--- config.mk ---
export PLATFORM = sky130hd
export DESIGN_NAME = id_stage_flat
export DESIGN_NICKNAME = d
export VERILOG_FILES = /design/src/rtl/id_pkg.sv /design/src/rtl/id_stage_if.sv /design/src/rtl/fifo.sv /design/src/rtl/inst_decode_core.sv /design/src/rtl/id_stage.sv /design/src/flat_wrapper.sv
export SDC_FILE = /design/constraint.sdc
export NUM_CORES = 1
export LEC_CHECK = 0
export CAP_MARGIN = 20
export CORE_ASPECT_RATIO = 2
export CORE_MARGIN = 5
export CORE_UTILIZATION = 25
export CTS_BUF_LIST = sky130_fd_sc_hd__clkbuf_8
export DETAILED_ROUTE_END_ITERATION = 8
export PLACE_DENSITY_LB_ADDON = 0.2
export SYNTH_ARGS = -nofsm -noshare
export SYNTH_HDL_FRONTEND = slang
export SYNTH_HIERARCHICAL = 1
export SYNTH_SLANG_ARGS = --single-unit
--- constraint.sdc ---
create_clock -name clk -period 6.2 [get_ports clk]
set_input_delay 1.24 -clock clk [delete_from_list [all_inputs] [get_ports clk]]
set_output_delay 1.24 -clock clk [all_outputs]
set_load 0.02 [all_outputs]
--- src/rtl/id_pkg.sv ---
// Shared decode definitions: RV32/64 base opcodes and control-bit layout.
package id_pkg;

  typedef enum logic [6:0] {
    OP_LUI    = 7'b0110111,
    OP_AUIPC  = 7'b0010111,
    OP_JAL    = 7'b1101111,
    OP_JALR   = 7'b1100111,
    OP_BRANCH = 7'b1100011,
    OP_LOAD   = 7'b0000011,
    OP_STORE  = 7'b0100011,
    OP_ALUI   = 7'b0010011,
    OP_ALU    = 7'b0110011,
    OP_FENCE  = 7'b0001111,
    OP_SYSTEM = 7'b1110011
  } opcode_e;

  localparam int CTL_IMM = 0;
  localparam int CTL_ST  = 1;
  localparam int CTL_LD  = 2;
  localparam int CTL_BR  = 3;
  localparam int CTL_WR  = 4;
  localparam int CTL_W   = 5;

  typedef logic [CTL_W-1:0] ctl_t;

endpackage

--- src/rtl/id_stage_if.sv ---
// Fetch-side and execute-side handshake bundle of the decode stage.
interface id_stage_if #(
  parameter int XLEN = 32
);
  logic            flush;
  logic            in_valid;
  logic            in_ready;
  logic [31:0]     in_inst;
  logic [XLEN-1:0] in_pc;
  logic            out_valid;
  logic            out_ready;
  logic [XLEN-1:0] out_pc;
  logic [4:0]      out_rs1;
  logic [4:0]      out_rs2;
  logic [4:0]      out_rd;
  logic [4:0]      out_ctl;
  logic [3:0]      out_msg;
  logic [XLEN-1:0] out_imm;
  logic            out_illegal;

  modport master (
    output flush, in_valid, in_inst, in_pc, out_ready,
    input  in_ready, out_valid, out_pc, out_rs1, out_rs2, out_rd,
           out_ctl, out_msg, out_imm, out_illegal
  );

  modport slave (
    input  flush, in_valid, in_inst, in_pc, out_ready,
    output in_ready, out_valid, out_pc, out_rs1, out_rs2, out_rd,
           out_ctl, out_msg, out_imm, out_illegal
  );
endinterface

--- src/rtl/fifo.sv ---
// Generic circular FIFO with synchronous clear (clear beats push/pop); 1-cycle push-to-head.
// Backpressure: wr_rdy drops when full, no push-while-full bypass; rd_rdy pops the head.
module fifo #(
  parameter int WIDTH = 8,
  parameter int DEPTH = 2
) (
  input  logic             clk,
  input  logic             rst,
  input  logic             clr,
  input  logic             wr_vld,
  output logic             wr_rdy,
  input  logic [WIDTH-1:0] wr_dat,
  output logic             rd_vld,
  input  logic             rd_rdy,
  output logic [WIDTH-1:0] rd_dat
);
  localparam int AW = (DEPTH > 1) ? $clog2(DEPTH) : 1;
  localparam logic [AW:0] FULL_CNT = (AW + 1)'(DEPTH);

  logic [WIDTH-1:0] mem [DEPTH];
  logic [AW-1:0]    wr_ptr;
  logic [AW-1:0]    rd_ptr;
  logic [AW:0]      count;
  logic             push;
  logic             pop;

  assign wr_rdy = (count != FULL_CNT);
  assign rd_vld = (count != '0);
  assign rd_dat = mem[rd_ptr];
  assign push   = wr_vld && wr_rdy && !clr;
  assign pop    = rd_rdy && rd_vld && !clr;

  always_ff @(posedge clk) begin
    if (push) begin
      mem[wr_ptr] <= wr_dat;
    end
  end

  // DEPTH is a power of two, so pointers wrap by natural overflow.
  always_ff @(posedge clk or posedge rst) begin
    if (rst) begin
      wr_ptr <= '0;
      rd_ptr <= '0;
      count  <= '0;
    end else if (clr) begin
      wr_ptr <= '0;
      rd_ptr <= '0;
      count  <= '0;
    end else begin
      if (push) begin
        wr_ptr <= wr_ptr + 1'b1;
      end
      if (pop) begin
        rd_ptr <= rd_ptr + 1'b1;
      end
      case ({push, pop})
        2'b10:   count <= count + 1'b1;
        2'b01:   count <= count - 1'b1;
        default: count <= count;
      endcase
    end
  end
endmodule

--- src/rtl/inst_decode_core.sv ---
// Combinational RV base-ISA field/immediate/control decoder, XLEN-wide immediates.
// Zero latency, no state; unsupported opcodes flag illegal with ctl and imm forced to 0.
module inst_decode_core
  import id_pkg::*;
#(
  parameter int XLEN = 32
) (
  input  logic [31:0]     inst,
  output logic [4:0]      rs1,
  output logic [4:0]      rs2,
  output logic [4:0]      rd,
  output ctl_t            ctl,
  output logic [3:0]      msg,
  output logic [XLEN-1:0] imm,
  output logic            illegal,
  output logic            rs1_used,
  output logic            rs2_used
);
  logic [XLEN-1:0] imm_i;
  logic [XLEN-1:0] imm_s;
  logic [XLEN-1:0] imm_b;
  logic [XLEN-1:0] imm_u;
  logic [XLEN-1:0] imm_j;

  assign rs1 = inst[19:15];
  assign rs2 = inst[24:20];
  assign rd  = inst[11:7];
  assign msg = {inst[30], inst[14:12]};

  // inst[31] is both the sign and the top immediate bit, so it fills every upper position.
  assign imm_i = {{(XLEN-11){inst[31]}}, inst[30:20]};
  assign imm_s = {{(XLEN-11){inst[31]}}, inst[30:25], inst[11:7]};
  assign imm_b = {{(XLEN-12){inst[31]}}, inst[7], inst[30:25], inst[11:8], 1'b0};
  assign imm_u = {{(XLEN-31){inst[31]}}, inst[30:12], 12'b0};
  assign imm_j = {{(XLEN-20){inst[31]}}, inst[19:12], inst[20], inst[30:21], 1'b0};

  always_comb begin
    ctl      = '0;
    imm      = '0;
    illegal  = 1'b0;
    rs1_used = 1'b0;
    rs2_used = 1'b0;
    case (inst[6:0])
      OP_LUI, OP_AUIPC: begin
        ctl[CTL_IMM] = 1'b1;
        ctl[CTL_WR]  = 1'b1;
        imm          = imm_u;
      end
      OP_JAL: begin
        ctl[CTL_IMM] = 1'b1;
        ctl[CTL_BR]  = 1'b1;
        ctl[CTL_WR]  = 1'b1;
        imm          = imm_j;
      end
      OP_JALR: begin
        ctl[CTL_IMM] = 1'b1;
        ctl[CTL_BR]  = 1'b1;
        ctl[CTL_WR]  = 1'b1;
        imm          = imm_i;
        rs1_used     = 1'b1;
      end
      OP_BRANCH: begin
        ctl[CTL_IMM] = 1'b1;
        ctl[CTL_BR]  = 1'b1;
        imm          = imm_b;
        rs1_used     = 1'b1;
        rs2_used     = 1'b1;
      end
      OP_LOAD: begin
        ctl[CTL_IMM] = 1'b1;
        ctl[CTL_LD]  = 1'b1;
        ctl[CTL_WR]  = 1'b1;
        imm          = imm_i;
        rs1_used     = 1'b1;
      end
      OP_STORE: begin
        ctl[CTL_IMM] = 1'b1;
        ctl[CTL_ST]  = 1'b1;
        imm          = imm_s;
        rs1_used     = 1'b1;
        rs2_used     = 1'b1;
      end
      OP_ALUI: begin
        ctl[CTL_IMM] = 1'b1;
        ctl[CTL_WR]  = 1'b1;
        imm          = imm_i;
        rs1_used     = 1'b1;
      end
      OP_ALU: begin
        ctl[CTL_WR]  = 1'b1;
        rs1_used     = 1'b1;
        rs2_used     = 1'b1;
      end
      OP_FENCE, OP_SYSTEM: begin
        rs1_used     = 1'b1;
      end
      default: begin
        illegal      = 1'b1;
      end
    endcase
  end
endmodule

--- src/rtl/id_stage.sv ---
// Registered decode stage: instruction queue, decoder, valid/ready output register, load-use bubble, flush.
// Latency 1 edge from queue to output; backpressure: holds output while !out_ready, in_ready = !full && !flush.
module id_stage
  import id_pkg::*;
#(
  parameter int XLEN   = 32,
  parameter int QDEPTH = 2
) (
  input logic       clk,
  input logic       rst,
  id_stage_if.slave bus
);
  typedef struct packed {
    logic [XLEN-1:0] pc;
    logic [31:0]     inst;
  } q_ent_t;

  typedef struct packed {
    logic [XLEN-1:0] pc;
    logic [4:0]      rs1;
    logic [4:0]      rs2;
    logic [4:0]      rd;
    ctl_t            ctl;
    logic [3:0]      msg;
    logic [XLEN-1:0] imm;
    logic            illegal;
  } out_t;

  q_ent_t          head;
  q_ent_t          wr_ent;
  logic            q_vld;
  logic            q_rdy;
  logic            load_en;

  logic [4:0]      dec_rs1;
  logic [4:0]      dec_rs2;
  logic [4:0]      dec_rd;
  ctl_t            dec_ctl;
  logic [3:0]      dec_msg;
  logic [XLEN-1:0] dec_imm;
  logic            dec_illegal;
  logic            dec_rs1_used;
  logic            dec_rs2_used;

  out_t            out_q;
  logic            out_valid_q;
  logic            load_v;
  logic [4:0]      load_rd;
  logic            hazard;
  logic            load_xfer;

  assign wr_ent.pc   = bus.in_pc;
  assign wr_ent.inst = bus.in_inst;
  assign bus.in_ready = q_rdy && !bus.flush;

  fifo #(
    .WIDTH ($bits(q_ent_t)),
    .DEPTH (QDEPTH)
  ) u_queue (
    .clk    (clk),
    .rst    (rst),
    .clr    (bus.flush),
    .wr_vld (bus.in_valid && !bus.flush),
    .wr_rdy (q_rdy),
    .wr_dat (wr_ent),
    .rd_vld (q_vld),
    .rd_rdy (load_en),
    .rd_dat (head)
  );

  inst_decode_core #(
    .XLEN (XLEN)
  ) u_dec (
    .inst     (head.inst),
    .rs1      (dec_rs1),
    .rs2      (dec_rs2),
    .rd       (dec_rd),
    .ctl      (dec_ctl),
    .msg      (dec_msg),
    .imm      (dec_imm),
    .illegal  (dec_illegal),
    .rs1_used (dec_rs1_used),
    .rs2_used (dec_rs2_used)
  );

  // The tracker only looks at the cycle right after a load leaves, so the head it guards
  // is the instruction that would otherwise enter the output register behind it.
  assign hazard = load_v && ((dec_rs1_used && (dec_rs1 == load_rd)) ||
                             (dec_rs2_used && (dec_rs2 == load_rd)));

  assign load_en   = (!out_valid_q || bus.out_ready) && q_vld && !hazard && !bus.flush;
  assign load_xfer = out_valid_q && bus.out_ready && out_q.ctl[CTL_LD] && (out_q.rd != 5'd0);

  always_ff @(posedge clk or posedge rst) begin
    if (rst) begin
      out_valid_q <= 1'b0;
      out_q       <= '0;
    end else if (bus.flush) begin
      out_valid_q <= 1'b0;
    end else if (load_en) begin
      out_valid_q   <= 1'b1;
      out_q.pc      <= head.pc;
      out_q.rs1     <= dec_rs1;
      out_q.rs2     <= dec_rs2;
      out_q.rd      <= dec_rd;
      out_q.ctl     <= dec_ctl;
      out_q.msg     <= dec_msg;
      out_q.imm     <= dec_imm;
      out_q.illegal <= dec_illegal;
    end else if (bus.out_ready) begin
      out_valid_q <= 1'b0;
    end
  end

  always_ff @(posedge clk or posedge rst) begin
    if (rst) begin
      load_v  <= 1'b0;
      load_rd <= '0;
    end else begin
      load_v <= load_xfer && !bus.flush;
      if (load_xfer) begin
        load_rd <= out_q.rd;
      end
    end
  end

  assign bus.out_valid   = out_valid_q;
  assign bus.out_pc      = out_q.pc;
  assign bus.out_rs1     = out_q.rs1;
  assign bus.out_rs2     = out_q.rs2;
  assign bus.out_rd      = out_q.rd;
  assign bus.out_ctl     = out_q.ctl;
  assign bus.out_msg     = out_q.msg;
  assign bus.out_imm     = out_q.imm;
  assign bus.out_illegal = out_q.illegal;
endmodule

--- src/flat_wrapper.sv ---
// flat-port wrapper written by rule: the top's interface ports become plain ports
module id_stage_flat import id_pkg::*;
#(
  parameter int XLEN   = 32,
  parameter int QDEPTH = 2
)
  (clk, rst, bus_flush, bus_in_valid, bus_in_inst, bus_in_pc, bus_out_ready, bus_in_ready, bus_out_valid, bus_out_pc, bus_out_rs1, bus_out_rs2, bus_out_rd, bus_out_ctl, bus_out_msg, bus_out_imm, bus_out_illegal);
  id_stage_if #(.XLEN(XLEN)) bus_i ();
  input logic clk;
  input logic rst;
  input wire logic [$bits(bus_i.flush)-1:0] bus_flush;
  input wire logic [$bits(bus_i.in_valid)-1:0] bus_in_valid;
  input wire logic [$bits(bus_i.in_inst)-1:0] bus_in_inst;
  input wire logic [$bits(bus_i.in_pc)-1:0] bus_in_pc;
  input wire logic [$bits(bus_i.out_ready)-1:0] bus_out_ready;
  output wire logic [$bits(bus_i.in_ready)-1:0] bus_in_ready;
  output wire logic [$bits(bus_i.out_valid)-1:0] bus_out_valid;
  output wire logic [$bits(bus_i.out_pc)-1:0] bus_out_pc;
  output wire logic [$bits(bus_i.out_rs1)-1:0] bus_out_rs1;
  output wire logic [$bits(bus_i.out_rs2)-1:0] bus_out_rs2;
  output wire logic [$bits(bus_i.out_rd)-1:0] bus_out_rd;
  output wire logic [$bits(bus_i.out_ctl)-1:0] bus_out_ctl;
  output wire logic [$bits(bus_i.out_msg)-1:0] bus_out_msg;
  output wire logic [$bits(bus_i.out_imm)-1:0] bus_out_imm;
  output wire logic [$bits(bus_i.out_illegal)-1:0] bus_out_illegal;
  assign bus_i.flush = bus_flush;
  assign bus_i.in_valid = bus_in_valid;
  assign bus_i.in_inst = bus_in_inst;
  assign bus_i.in_pc = bus_in_pc;
  assign bus_i.out_ready = bus_out_ready;
  assign bus_in_ready = bus_i.in_ready;
  assign bus_out_valid = bus_i.out_valid;
  assign bus_out_pc = bus_i.out_pc;
  assign bus_out_rs1 = bus_i.out_rs1;
  assign bus_out_rs2 = bus_i.out_rs2;
  assign bus_out_rd = bus_i.out_rd;
  assign bus_out_ctl = bus_i.out_ctl;
  assign bus_out_msg = bus_i.out_msg;
  assign bus_out_imm = bus_i.out_imm;
  assign bus_out_illegal = bus_i.out_illegal;
  id_stage #(.XLEN(XLEN), .QDEPTH(QDEPTH)) u_core (.clk(clk), .rst(rst), .bus(bus_i));
endmodule
After elaboration in Yosys (flattened, before gate mapping) --
Memory sizes are Yosys's and may differ from the RTL's. Index checks and enable logic that the tools add are counted.
Cells by class: $add $sub $neg 4, equality and inequality tests 16, muxes and demuxes 20, bitwise gates (word level) 1, reduce and logical (&&, ||, !) cells 36
Operator list (count):
- case mux 32 bit (5 select lines) | 1
- == test 7 bit (second input constant) | 4
- == test 7 x 6 -> 1 bit (second input constant) | 3
- two-way mux 1 bit | 17
- logical AND 1 bit | 16
- OR reduction 8 bit | 2
- == test 7 x 5 -> 1 bit (second input constant) | 2
- OR reduction 11 bit | 1
- == test 5 bit | 2
- OR reduction 3 bit | 3
- == test 7 x 2 -> 1 bit (second input constant) | 1
- == test 7 x 4 -> 1 bit (second input constant) | 1
- OR reduction 7 bit | 1
- nonzero test 2 bit | 3
- nonzero test 3 bit | 2
- nonzero test 5 bit | 1
- case mux 2 bit (2 select lines) | 1
- zero test 1 bit | 3
- adder 1 bit (second input constant) | 2
- adder 2 x 1 -> 2 bit (second input constant) | 1
- == test 2 x 1 -> 1 bit (second input constant) | 1
- == test 2 bit (second input constant) | 1
- logical OR 1 bit | 2
- two-way mux 2 bit | 1
- 5 further kinds | 5
Storage, ports and cells: flip-flop bits (word level) 100, bits in writable memories 128, bits of input ports 69, output and inout port bits 91, word-level logic and storage cells 92, memories 1
Memory list:
- u_core.u_queue.mem | words 2, width 64, rd ports 1, clocked after memory_dff 0, wr ports 1, line fifo.sv:20 | logic [WIDTH-1:0] mem [DEPTH];

Depth between registers and ports, before layout --
An unclocked memory read counts as a cell.
word-level depth 15, depth in mapped cells 14, gate-level depth less buffers 10

Cells and area by module --
Netlist, hierarchy kept.
By module, submodules not included:
- fifo | instances 1, cells an instance 226, area an instance 4870.9 sq um, seq. area each 3943.8 sq um
- id_stage | instances 1, cells an instance 231, area an instance 3702.3 sq um, seq. area each 2402.3 sq um
- inst_decode_core | instances 1, cells an instance 118, area an instance 857.1 sq um, seq. area each 0.0 sq um

Least setup slack after synthesis --
OpenSTA, ideal clock, no wires.
kind input to register, start input port bus_in_valid, end memory u_core/u_queue/mem[1][0] (netlist name) (enable), setup time 0.579 ns, arrival time 6.354 ns, required time 5.621 ns, setup slack -0.733 ns, cell stages on the path 3, buffers on the path 0, path through nor2b_1 nand2_1 nor3b_1
On the way: word-level cells in the longest chain between the ends 5
RTL lines:
- from (decl) | line flat_wrapper.sv:12 | input wire logic [$bits(bus_i.in_valid)-1:0] bus_in_valid;
- logical AND 1 bit | line id_stage.sv:63 | .wr_vld (bus.in_valid && !bus.flush),
- logical AND 1 bit (2 in series) | line fifo.sv:30 | assign push = wr_vld && wr_rdy && !clr;
- two-way mux 1 bit | line fifo.sv:34 | if (push) begin
- two-way mux 1 bit (implied by the code) | line fifo.sv:35 | mem[wr_ptr] <= wr_dat;
- to (decl) | line fifo.sv:20
Every way passes these cells.

==> metrics.md <==
| Metric | Value |
|---|---|
| Design Power | 0.00392 W |
| Sequential fraction of the synthesis area | around two thirds |
| Pins over their slew limit | 0 |
| Critical path fanouts, max | 47 |
| Worst Hold Class | reg2reg |
| Largest clock skew in the final design | 0.0151 ns |
| Clock tree from TritonCTS | yes |
| Post-synthesis xor/xnor area fraction | 1.02% |
| Post-route antenna net violation count | 0 |
| Final setup violating endpoints | 0 |
| Number of buffer and inverter stages on the critical path | 2 |
| Most used flip-flop cell after synthesis | sky130_fd_sc_hd__edfxtp_1 |
| Number of hold-repair buffers added at the cts stage | 0 |
| Via count of the first global-routing pass | 5997 |
| TritonCTS buffer count | 37 |
| RSZ-0062 raised after global routing | false |
| Worst vdd ir | between 150 and 200 uV |
| Worst Tran Pin Value | 1.08 ns |
| Pre-antenna DRT Iters | 4 |
| Critical path's top delay family | buffers and inverters |
| Critical Path Sink Type | flip-flop |
| Period minus WS final | approximately 4.3 ns |
| IO Pins | 160 |
| Vias | 5322 |
| Global placer's final weighted congestion | 0.790 |
| Die outline area | 41900 sq um |
| Violation count after the first detailed-route iteration | about 170 |
| Clock Latency Late Sink | 0.54 ns |
| Outcome | finished, final reports clean |
| Maximum count of clock buffers along a single path | 3 |
| Y dimension of the die | 285 microns |
| P&R area growth vs syn | 27.7% |
| Post-synth ARST share | 43.9% |
| Count of state elements after synthesis | 228 |
| Clock slew at reported path FFs | 0.06 ns |
| CTS sink cnt | 228 |
| Req. time, crit path | ~6.6 ns |
| Wirelength, routed | 25200 microns |
| Pin count of the biggest net entering global routing | 66 |
| Sum Neg Setup Slack | 0 ns |
| Remaining global-route overflow | 0 |
| Post-detailed-route DRC marker count | 0 |
| Non-Filler Cell Area, Final | 12000 sq um |
| Dominant combinational cell family by area after synthesis | multiplexers |
| CP Class | reg2reg |
| Power per cell area | 326 nW/um^2 |
| Highest achievable clock rate | 234 MHz |
| Setup crit start kind | flip-flop |
| Wire per inst | 20.6 microns |
| Smallest setup slack after layout | 1.93 ns |
| Floorplan row count | 100 |
| Yosys synthesis warning count | 6 |
| Number of antenna violations at the first check in global routing | 4 |
| Average vias per placed instance | roughly 4.3 |
| Compound-cell area share of the yosys netlist | 4.44% |
| Arithmetic-cell share of the synthesized area counting full adders, half adders and majority gates | 0% |
| Portion of the clock cycle consumed by the worst path in the final layout | between 60% and 70% |
| Clk root buf | sky130_fd_sc_hd__clkbuf_8 |
| Synth Net Count | 644 |
| Relative slew margins | 28.3% |
| Per-instance average area after synthesis | about 16 sq um |
| Maxcap violations | 0 |
| Starting density of the core | 25.3% |
| Detail Placement HPWL | 16900 microns |
| Number of setup buffers added after CTS | 0 |
| Number of instances in the synthesized netlist | roughly 580 |
| GRT Overall Usage | 12.0% |
| Area inside the core boundary | approximately 37000 sq um |
| Final nets | 805 |
| WP data arrival | 4.69 ns |
| Wire length of the first global-routing pass | about 38000 microns |
| Worst Setup Slack post-DPL | 1.83 ns |
| Overall die width | around 150 microns |
| Unique cell type count in the Yosys netlist | 56 |
| Fraction of final layout cells sized beyond drive strength 1 | 28.4% |
| Standard cell area after detailed placement | 11300 sq um |
| Crit path largest cell delay | around 0.74 ns |
| Cell leakage power | 4.65 nW |
| Final Hold Viols | 0 |
| Cell with the largest stage delay on the worst path | sky130_fd_sc_hd__dfrtp_4 |
| Worst path cell trace | mux2_2 -> nand2b_1 -> nand2_1 -> a31oi_1 -> nand2_1 -> o31ai_1 -> nor4_4 -> buf_4 -> buf_4 -> mux2_2 |
| Multiplexer share of the synthesized area | 18.4% |
| Number of instances resized during post-cts repair | 0 |
| Total standard cell area after synthesis | 9430 sq um |
| Number of I/O port buffers | 159 |
| Post-synthesis share of cell area spent on and, or, nand and nor gates | 4.94% |
| Number of synthesized flops with an enable pin | 128 |
| Number of levels the H-tree was split into | 2 |
==> final cells by class <==
type	instances	area, sq um
clock buffer	41	564
tap	459	574
inverter	5	21.3
multi-input combinational	297	2740
clock inverter	26	130
sequential	228	6350
antenna	2	5.00
timing repair buffer	167	1660
fill	3710	25200
==> cells in the final DEF (no fill, tap or decap), types with 3 or more instances in the layout <==
cell	Yosys	routed
sky130_fd_sc_hd__a21o_1	21	21
sky130_fd_sc_hd__a21oi_1	8	8
sky130_fd_sc_hd__a22o_1	7	7
sky130_fd_sc_hd__and3_1	4	4
sky130_fd_sc_hd__buf_4	21	7
sky130_fd_sc_hd__clkbuf_8	0	41
sky130_fd_sc_hd__clkdlybuf4s50_1	0	159
sky130_fd_sc_hd__clkinv_1	0	3
sky130_fd_sc_hd__dfrtp_1	100	99
sky130_fd_sc_hd__edfxtp_1	128	128
sky130_fd_sc_hd__inv_1	3	21
sky130_fd_sc_hd__mux2_1	8	8
sky130_fd_sc_hd__mux2_2	145	145
sky130_fd_sc_hd__nand2_1	16	16
sky130_fd_sc_hd__nand3_1	3	3
sky130_fd_sc_hd__nor2_1	12	12
sky130_fd_sc_hd__nor2b_1	13	13
sky130_fd_sc_hd__o21ai_0	6	6
sky130_fd_sc_hd__xnor2_1	9	9
==> worst register-to-register path, stage by stage, from the launching register on <==
cell and delay [ns]:
sky130_fd_sc_hd__dfrtp_4 0.74, sky130_fd_sc_hd__mux2_2 0.51, sky130_fd_sc_hd__nand2b_1 0.21, sky130_fd_sc_hd__nand2_1 0.09
sky130_fd_sc_hd__a31oi_1 0.11, sky130_fd_sc_hd__nand2_1 0.10, sky130_fd_sc_hd__o31ai_1 0.12, sky130_fd_sc_hd__nor4_4 0.52
sky130_fd_sc_hd__buf_4 0.61, sky130_fd_sc_hd__buf_4 0.70, sky130_fd_sc_hd__mux2_2 0.46
==> synth_stat cells, drive strengths merged, types with 2 or more instances <==
library cell,number,area share (%)
a21boi,2,0.20
nor2b,15,1.1
nand2b,2,0.13
and2,2,0.13
o21ai,7,0.37
inv,5,0.20
or2,2,0.13
nor3b,2,0.16
dfrtp,100,27
buf,44,3.7
a22o,7,0.65
nand4,2,0.13
a21o,21,1.7
nor2,13,0.54
xnor2,9,0.84
nand3,4,0.27
and3,4,0.27
and3b,2,0.20
nand4b,2,0.41
a21oi,8,0.42
or3,2,0.13
a211oi,2,0.29
xor2,2,0.19
nand2,16,0.64
nor3,2,0.11
mux2,153,18
edfxtp,128,41
o31ai,2,0.16
==> registers in the layout, indices dropped and copies added, names as in the netlist, 5 cells and up <==
name,flops
u_core/bus.out_rd,5
u_core/bus.out_ctl,5
u_core/load_rd,5
u_core/u_queue/mem,128
u_core/bus.out_rs2,5
u_core/bus.out_rs1,5
u_core/bus.out_imm,32
u_core/bus.out_pc,32
==> cell families after synthesis <==
logic type	count (synthesis)
xor gates and xnor gates	11
DFF	228
buffers and inverters	50
AOI/OAI and AO/OA	57
and+or+nand+nor	75
muxes	154
==> path summary, 6_finish.rpt <==
path	start	slack, ns	cells past startpoint	endpoint
setup / recovery	u_core/u_queue/rd_ptr	1.93	10	u_core/bus.out_rd[0]
hold / removal	u_core/bus.out_pc[26]	0.50	1	u_core/bus.out_pc[26]
setup reg to reg	u_core/u_queue/rd_ptr	1.93	10	u_core/bus.out_rd[0]
hold reg to reg	u_core/bus.out_pc[26]	0.50	1	u_core/bus.out_pc[26]
max in group asynchronous	rst	3.84	3	u_core/bus.out_pc[23]
min in group asynchronous	rst	1.04	2	u_core/u_queue/wr_ptr
==> layer usage <==
layer | vias up | part of all wire, % | GRT usage (%)
met5 | - | 0.10 | 0
met4 | 6 | 3.3 | 5.39
met3 | 56 | 4.8 | 2.77
met2 | 133 | 58 | 24.0
met1 | 2693 | 33 | 11.2
li1 | 2434 | - | -
==> report_power, final <==
group / leakage [nW] / internal [W] / switching (W) / total, W
combinational: 1.79 / 0.000419 / 0.000379 / 0.000798
sequential: 2.44 / 0.00177 / 0.000114 / 0.00189
clock: 0.423 / 0.000647 / 0.000593 / 0.00124
==> per-stage QoR <==
step           hold WS, ns  cells  utilization (%)
6_report             0.499   1225             32.3
5_1_grt              0.525   1224             32.3
4_1_cts              0.502   1223             32.3
3_5_place_dp         0.482   1156             30.4
3_3_place_gp         0.470   1156             30.4
2_1_floorplan        0.507    575                -
Power figures use the tool's default switching activity.
